==> config.mk <==
export PLATFORM = sky130hd
export DESIGN_NAME = imem_boot
export DESIGN_NICKNAME = d
export VERILOG_FILES = /design/src/rtl/imem_pkg.sv /design/src/rtl/imem_ram.sv /design/src/rtl/imem_boot.sv
export SDC_FILE = /design/constraint.sdc
export NUM_CORES = 2
export LEC_CHECK = 0
export CORE_UTILIZATION = 51
export DETAILED_ROUTE_END_ITERATION = 10
export GPL_TIMING_DRIVEN = 0
export MAX_ROUTING_LAYER = met4
export PLACE_DENSITY_LB_ADDON = 0.15
export SYNTH_ARGS = -nofsm -noshare
export SYNTH_HDL_FRONTEND = slang
export SYNTH_SLANG_ARGS = --single-unit
==> constraint.sdc <==
create_clock -name clk -period 8.1 [get_ports clk]
set_input_delay 1.215 -clock clk [delete_from_list [all_inputs] [get_ports clk]]
set_output_delay 1.215 -clock clk [all_outputs]
set_load 0.02 [all_outputs]
==> src/rtl/imem_pkg.sv <==
// imem_pkg: shared state encoding, default geometry and parity helper for the boot-loadable
// instruction memory.
package imem_pkg;

  typedef enum logic {
    IMEM_LOAD = 1'b0,
    IMEM_RUN  = 1'b1
  } imem_state_e;

  localparam int IMEM_ADDR_W = 8;
  localparam int IMEM_DATA_W = 16;
  localparam int IMEM_DEPTH  = 256;

  // Even parity over up to 64 bits; callers zero-extend narrower words.
  function automatic logic even_par(input logic [63:0] d);
    return ^d;
  endfunction

endpackage

==> src/rtl/imem_ram.sv <==
// imem_ram: storage array, one synchronous write port and one registered read port (1-cycle
// latency); the read register holds its value when i_re is low, no backpressure.
module imem_ram #(
  parameter int ADDR_W = 8,
  parameter int WIDTH  = 16,
  parameter int DEPTH  = 256
) (
  input  logic              clk,
  input  logic              rst_n,
  input  logic              i_we,
  input  logic [ADDR_W-1:0] i_waddr,
  input  logic [WIDTH-1:0]  i_wdata,
  input  logic              i_re,
  input  logic [ADDR_W-1:0] i_raddr,
  output logic [WIDTH-1:0]  o_rdata
);

  logic [WIDTH-1:0] r_mem [DEPTH];
  logic [WIDTH-1:0] r_rdata;

  // The array itself is never reset; only the output register is.
  always_ff @(posedge clk) begin
    if (i_we) r_mem[i_waddr] <= i_wdata;
  end

  always_ff @(posedge clk or negedge rst_n) begin
    if (!rst_n)    r_rdata <= '0;
    else if (i_re) r_rdata <= r_mem[i_raddr];
  end

  assign o_rdata = r_rdata;

endmodule

==> src/rtl/imem_boot.sv <==
// imem_boot: boot-loadable instruction memory; 1-cycle registered fetch, load stream ready only in LOAD.
// Optional IMEM_PARITY_EN stores an even-parity bit per word and drives parity_err on fetches.
module imem_boot
  import imem_pkg::*;
#(
  parameter int ADDR_W = IMEM_ADDR_W,
  parameter int DATA_W = IMEM_DATA_W,
  parameter int DEPTH  = IMEM_DEPTH
) (
  input  logic              clk,
  input  logic              rst_n,
  input  logic              ld_valid,
  input  logic [DATA_W-1:0] ld_data,
  input  logic              ld_last,
  output logic              ld_ready,
  input  logic              reload,
  output logic              boot_done,
  output logic [ADDR_W:0]   ld_count,
  input  logic              fetch_en,
  input  logic [ADDR_W-1:0] fetch_addr,
  output logic [DATA_W-1:0] fetch_data,
  output logic              fetch_valid,
  output logic              parity_err
);

  localparam int IW = (DEPTH > 1) ? $clog2(DEPTH) : 1;
`ifdef IMEM_PARITY_EN
  localparam int MW = DATA_W + 1;
`else
  localparam int MW = DATA_W;
`endif
  localparam logic [ADDR_W-1:0] LAST_PTR = ADDR_W'(DEPTH - 1);
  localparam logic [ADDR_W:0]   DEPTH_V  = (ADDR_W + 1)'(DEPTH);

  imem_state_e       r_state;
  logic [ADDR_W-1:0] r_ptr;
  logic [ADDR_W:0]   r_cnt;
  logic              r_ld_ready;
  logic              r_boot_done;
  logic              r_vld;
  logic              r_oor;

  logic              w_accept;
  logic              w_in_range;
  logic              w_fetch;
  logic              w_re;
  logic [MW-1:0]     w_wdata;
  logic [MW-1:0]     w_rdata;

  assign w_accept   = (r_state == IMEM_LOAD) && ld_valid;
  assign w_in_range = {1'b0, fetch_addr} < DEPTH_V;
  // reload takes priority: a fetch issued alongside it is dropped.
  assign w_fetch    = (r_state == IMEM_RUN) && fetch_en && !reload;
  assign w_re       = w_fetch && w_in_range;

  always_ff @(posedge clk or negedge rst_n) begin
    if (!rst_n) begin
      r_state     <= IMEM_LOAD;
      r_ptr       <= '0;
      r_cnt       <= '0;
      r_ld_ready  <= 1'b1;
      r_boot_done <= 1'b0;
      r_vld       <= 1'b0;
      r_oor       <= 1'b0;
    end else begin
      case (r_state)
        IMEM_LOAD: begin
          r_vld <= 1'b0;
          if (ld_valid) begin
            r_ptr <= r_ptr + 1'b1;
            r_cnt <= r_cnt + 1'b1;
            if (ld_last || (r_ptr == LAST_PTR)) begin
              r_state     <= IMEM_RUN;
              r_ld_ready  <= 1'b0;
              r_boot_done <= 1'b1;
            end
          end
        end
        IMEM_RUN: begin
          r_vld <= w_fetch;
          if (w_fetch) r_oor <= !w_in_range;
          if (reload) begin
            r_state     <= IMEM_LOAD;
            r_ptr       <= '0;
            r_cnt       <= '0;
            r_ld_ready  <= 1'b1;
            r_boot_done <= 1'b0;
          end
        end
        default: r_state <= IMEM_LOAD;
      endcase
    end
  end

`ifdef IMEM_PARITY_EN
  assign w_wdata    = {even_par(64'(ld_data)), ld_data};
  assign parity_err = r_vld && !r_oor &&
                      (even_par(64'(w_rdata[DATA_W-1:0])) != w_rdata[DATA_W]);
`else
  assign w_wdata    = ld_data;
  assign parity_err = 1'b0;
`endif

  imem_ram #(
    .ADDR_W (IW),
    .WIDTH  (MW),
    .DEPTH  (DEPTH)
  ) u_ram (
    .clk     (clk),
    .rst_n   (rst_n),
    .i_we    (w_accept),
    .i_waddr (r_ptr[IW-1:0]),
    .i_wdata (w_wdata),
    .i_re    (w_re),
    .i_raddr (fetch_addr[IW-1:0]),
    .o_rdata (w_rdata)
  );

  assign ld_ready    = r_ld_ready;
  assign boot_done   = r_boot_done;
  assign ld_count    = r_cnt;
  assign fetch_valid = r_vld;
  assign fetch_data  = r_oor ? '0 : w_rdata[DATA_W-1:0];

endmodule

==> results.toml <==
[sta]
setup_viol = 0
holdWs_ps = 142
relSlewSlack_pct = -13.6
slew_violations = 114
skew_ps = 85.9
min_period_ps = 7410
hold_violations = 0
worst_slew_pin_slew_ps = 1690
max_clock_freq_ghz = 0.135
rsz0062_at_grt = "false"
post-route-period-util_pct = 91.5

[clock_network]
postCtsSetupBuffers = 0
cts_tree = "done"
clkTransAtPathRegs_ps = 60
cts_resized = 0
cts_sinks = 4133
clock-root-buffer = "clkbuf_16"
numCtsBuffers = 414
clkLatencyLatePin_ps = 1020
clk_path_buf_depth = 4
htree_levels = 5
hold_buffers = 0

[logic_synthesis]
synth_area_leader_cell = "edfxtp_1"
ys.flop_type = "edfxtp_1"
async_reset_ff_share_pct = 0.895
synth-seq-cells = 4133
synth.distinct_cells = 68
synthTopCellsByArea = "edfxtp_1 (77%), mux4_2 (9.9%), mux2i_1 (3.6%)"
syn_nets = 7694
avgSynthCellArea_um2 = 20.8
synthesis.instances = 7659
synth_top_area_share_pct = 77.1
synthesis.area_um2 = 160000
ys_warn_count = 0
synth_edf_count = 4096
yosysSeqAreaShare_pct = 77.7

[power_and_ir_drop]
comb_power_share_pct = 7.0
p_total_uw = 46000
power_frac_clock_pct = 41.4
switching_share_pct = 23.8
power_frac_seq_pct = 51.6
power.switching_uw = 10900
power.density_nw_per_um2 = 249
p_leak_uw = 0.0589
peakVddDrop_mv = 0.197
p_int_uw = 35000

[place]
dp_hpwl_um = 411000
dp.cells = 12100
gp_congestion = 1.04
io_buffers = 54

[die]
core_um2 = 310000
initial_core_util_pct = 51.4
die_h_um = 561
die_x_um = 561
dieArea_um2 = 315000
ios = 59
placementRows = 204

[grt]
grt_max_degree = 169
gr-total-overflow = 0
grt_pass1_wl_um = 786000
antenna_found_initial = 52
grtUsageTotal_pct = 39.4
grt_pass1_vias = 85700

[finish]
stdcell_count = 12900
drive_above_1_share_pct = 24.8
nNetsFinal = 8453
area_growth_pct = 15.7
final_core_util_pct = 59.5

[detailed_routing]
routedWlPerCell_um = 46.7
vias_per_cell = 7.02
first_pass_iters = 6
antenna_left = 0
routed_wl_um = 604000
drc_errors = 0
vias = 90900
first_iter_violations = 17600

[outcome]
violations = "capacitance limit, slew limit"
status = "finished with violations"

[worst_setup_path]
timing.critical_path.from_type = "input pin"
worstPathMaxFanout = 10
worstPathArrival_ps = 8260
crit_type = "in -> reg"
required_ps = 8940
end_kind = "register"

[job]
drv_cap = 16

[min_path]
worstHoldPathType = "in -> async"
path summary, 6_finish.rpt:
path                            cells past startpoint                              to            startpoint  slack [ps]
worst min-delay path                                1   u_ram.o_rdata[10]$_DFFE_PN0P_                 rst_n         140
worst max-delay path                               10    u_ram.o_rdata[6]$_DFFE_PN0P_         fetch_addr[5]         690
worst min register to register                      2            ld_ready$_DFFE_PN1P_  ld_ready$_DFFE_PN1P_         460
worst max register to register                      7    u_ram.o_rdata[6]$_DFFE_PN0P_     r_state$_DFF_PN0_        3110
min in group clk                                    1  u_ram.r_mem[130][10]$_DFFE_PP_           ld_data[10]         440
max in group asynchronous                           2            ld_ready$_DFFE_PN1P_                 rst_n        7270
critical path, cell delays in order:
cell and delay, ps:
clkdlybuf4s50_1 560, clkbuf_1 490, and2_1 360, nand2_1 780, clkbuf_1 950, clkbuf_1 1150, nor3_1 320, nor3_1 930
nand4_1 640, o21ai_0 820
per-layer routing:
layer / routed length [um] / part of all wire [%] / global-route usage, % / vias up
met5: 0 / 0 / - / -
met4: 56500 / 9.3 / 29.1 / 0
met3: 86300 / 14 / 14.0 / 1897
met2: 258000 / 43 / 54.8 / 7806
met1: 203000 / 34 / 47.5 / 47400
li1: - / - / - / 33700
registers in the layout, indices dropped and copies added (netlist names):
| register | flops |
|---|---|
| boot_done | 1 |
| fetch_valid | 1 |
| ld_count | 9 |
| ld_ready | 1 |
| r_ptr | 8 |
| r_state | 1 |
| u_ram.o_rdata | 16 |
| u_ram.r_mem | 4096 |
layout make-up:
type	instances	area, um2
clock inverter	243	2330
sequential	4133	124000
buffer	472	3070
tap	4120	5150
antenna	61	153
clock buffer	518	10900
multi-input combinational	3049	33500
timing repair buffer	343	5660
fill	22100	125000
inverter	5	18.8
cell usage in the layout, fill, tap and decap left out, types with 24 or more instances in the layout:
cell type	Yosys	final
edfxtp_1	4096	4096
mux4_2	700	700
mux2i_1	572	572
clkbuf_16	0	416
nor2_2	0	234
nand2_1	233	233
clkbuf_1	196	232
buf_8	10	220
o22ai_1	177	177
a22oi_1	131	131
o221ai_1	124	124
a21oi_1	107	107
o21ai_0	106	104
clkinv_1	0	102
buf_2	72	92
nor2_1	346	90
a211oi_1	86	86
buf_6	80	81
buf_4	64	75
buf_16	0	70
clkinv_2	0	68
nand3_1	64	64
diode_2	0	61
clkbuf_2	0	60
nor2b_1	46	46
mux4_1	39	39
clkdlybuf4s50_1	0	37
dfrtp_1	36	36
nor3_1	34	34
bufinv_16	0	33
nand4_1	32	32
a2111oi_0	52	29
buf_1	34	24
a221oi_1	24	24
cell families after synthesis:
| logic type | after synthesis | synth area share, % |
|---|---|---|
| and+or+nand+nor | 836 | 2.34 |
| adders and majority gates | 5 | 0.0392 |
| AOI/OAI and AO/OA | 891 | 3.91 |
| other | 1 | 0.00235 |
| DFF | 4133 | 77.7 |
| muxes | 1313 | 14.1 |
| xor gates and xnor gates | 3 | 0.0165 |
| buffers and inverters | 477 | 1.88 |
synth_stat cells (10+ instances only):
cell,n
a2111oi_0,52
nand2_1,233
o21ai_0,106
a22o_1,13
buf_2,72
mux4_1,39
edfxtp_1,4096
a221oi_1,24
mux2i_1,572
and3_1,10
nor4_1,13
a211oi_1,86
dfrtp_1,36
nor3_1,34
o22ai_1,177
buf_6,80
a22oi_1,131
o221ai_1,124
mux4_2,700
nor2_1,346
a31oi_1,18
nand3_1,64
clkbuf_1,196
nand4_1,32
nor2b_1,46
buf_1,34
buf_4,64
buf_8,10
a21oi_1,107
per-stage QoR:
step	worst slack (ps)	cell area [um2]	setup TNS, ps
floorplan	4750	160000	0
global placement	-2620	165000	-7617220
detailed placement	292	171000	0
CTS	1360	184000	0
global route	1120	185000	0
finish	687	185000	0
power by group through the flow:
stage	clock network, uW	logic (uW)	registers, uW
after floorplan	0	1190	24100
after global placement	0	2880	24400
after detailed placement	0	3040	24200
after CTS	18900	3050	23700
after global routing	19700	3160	23700
final	19000	3220	23700
Note: power is estimated with default switching activity, not from simulation.
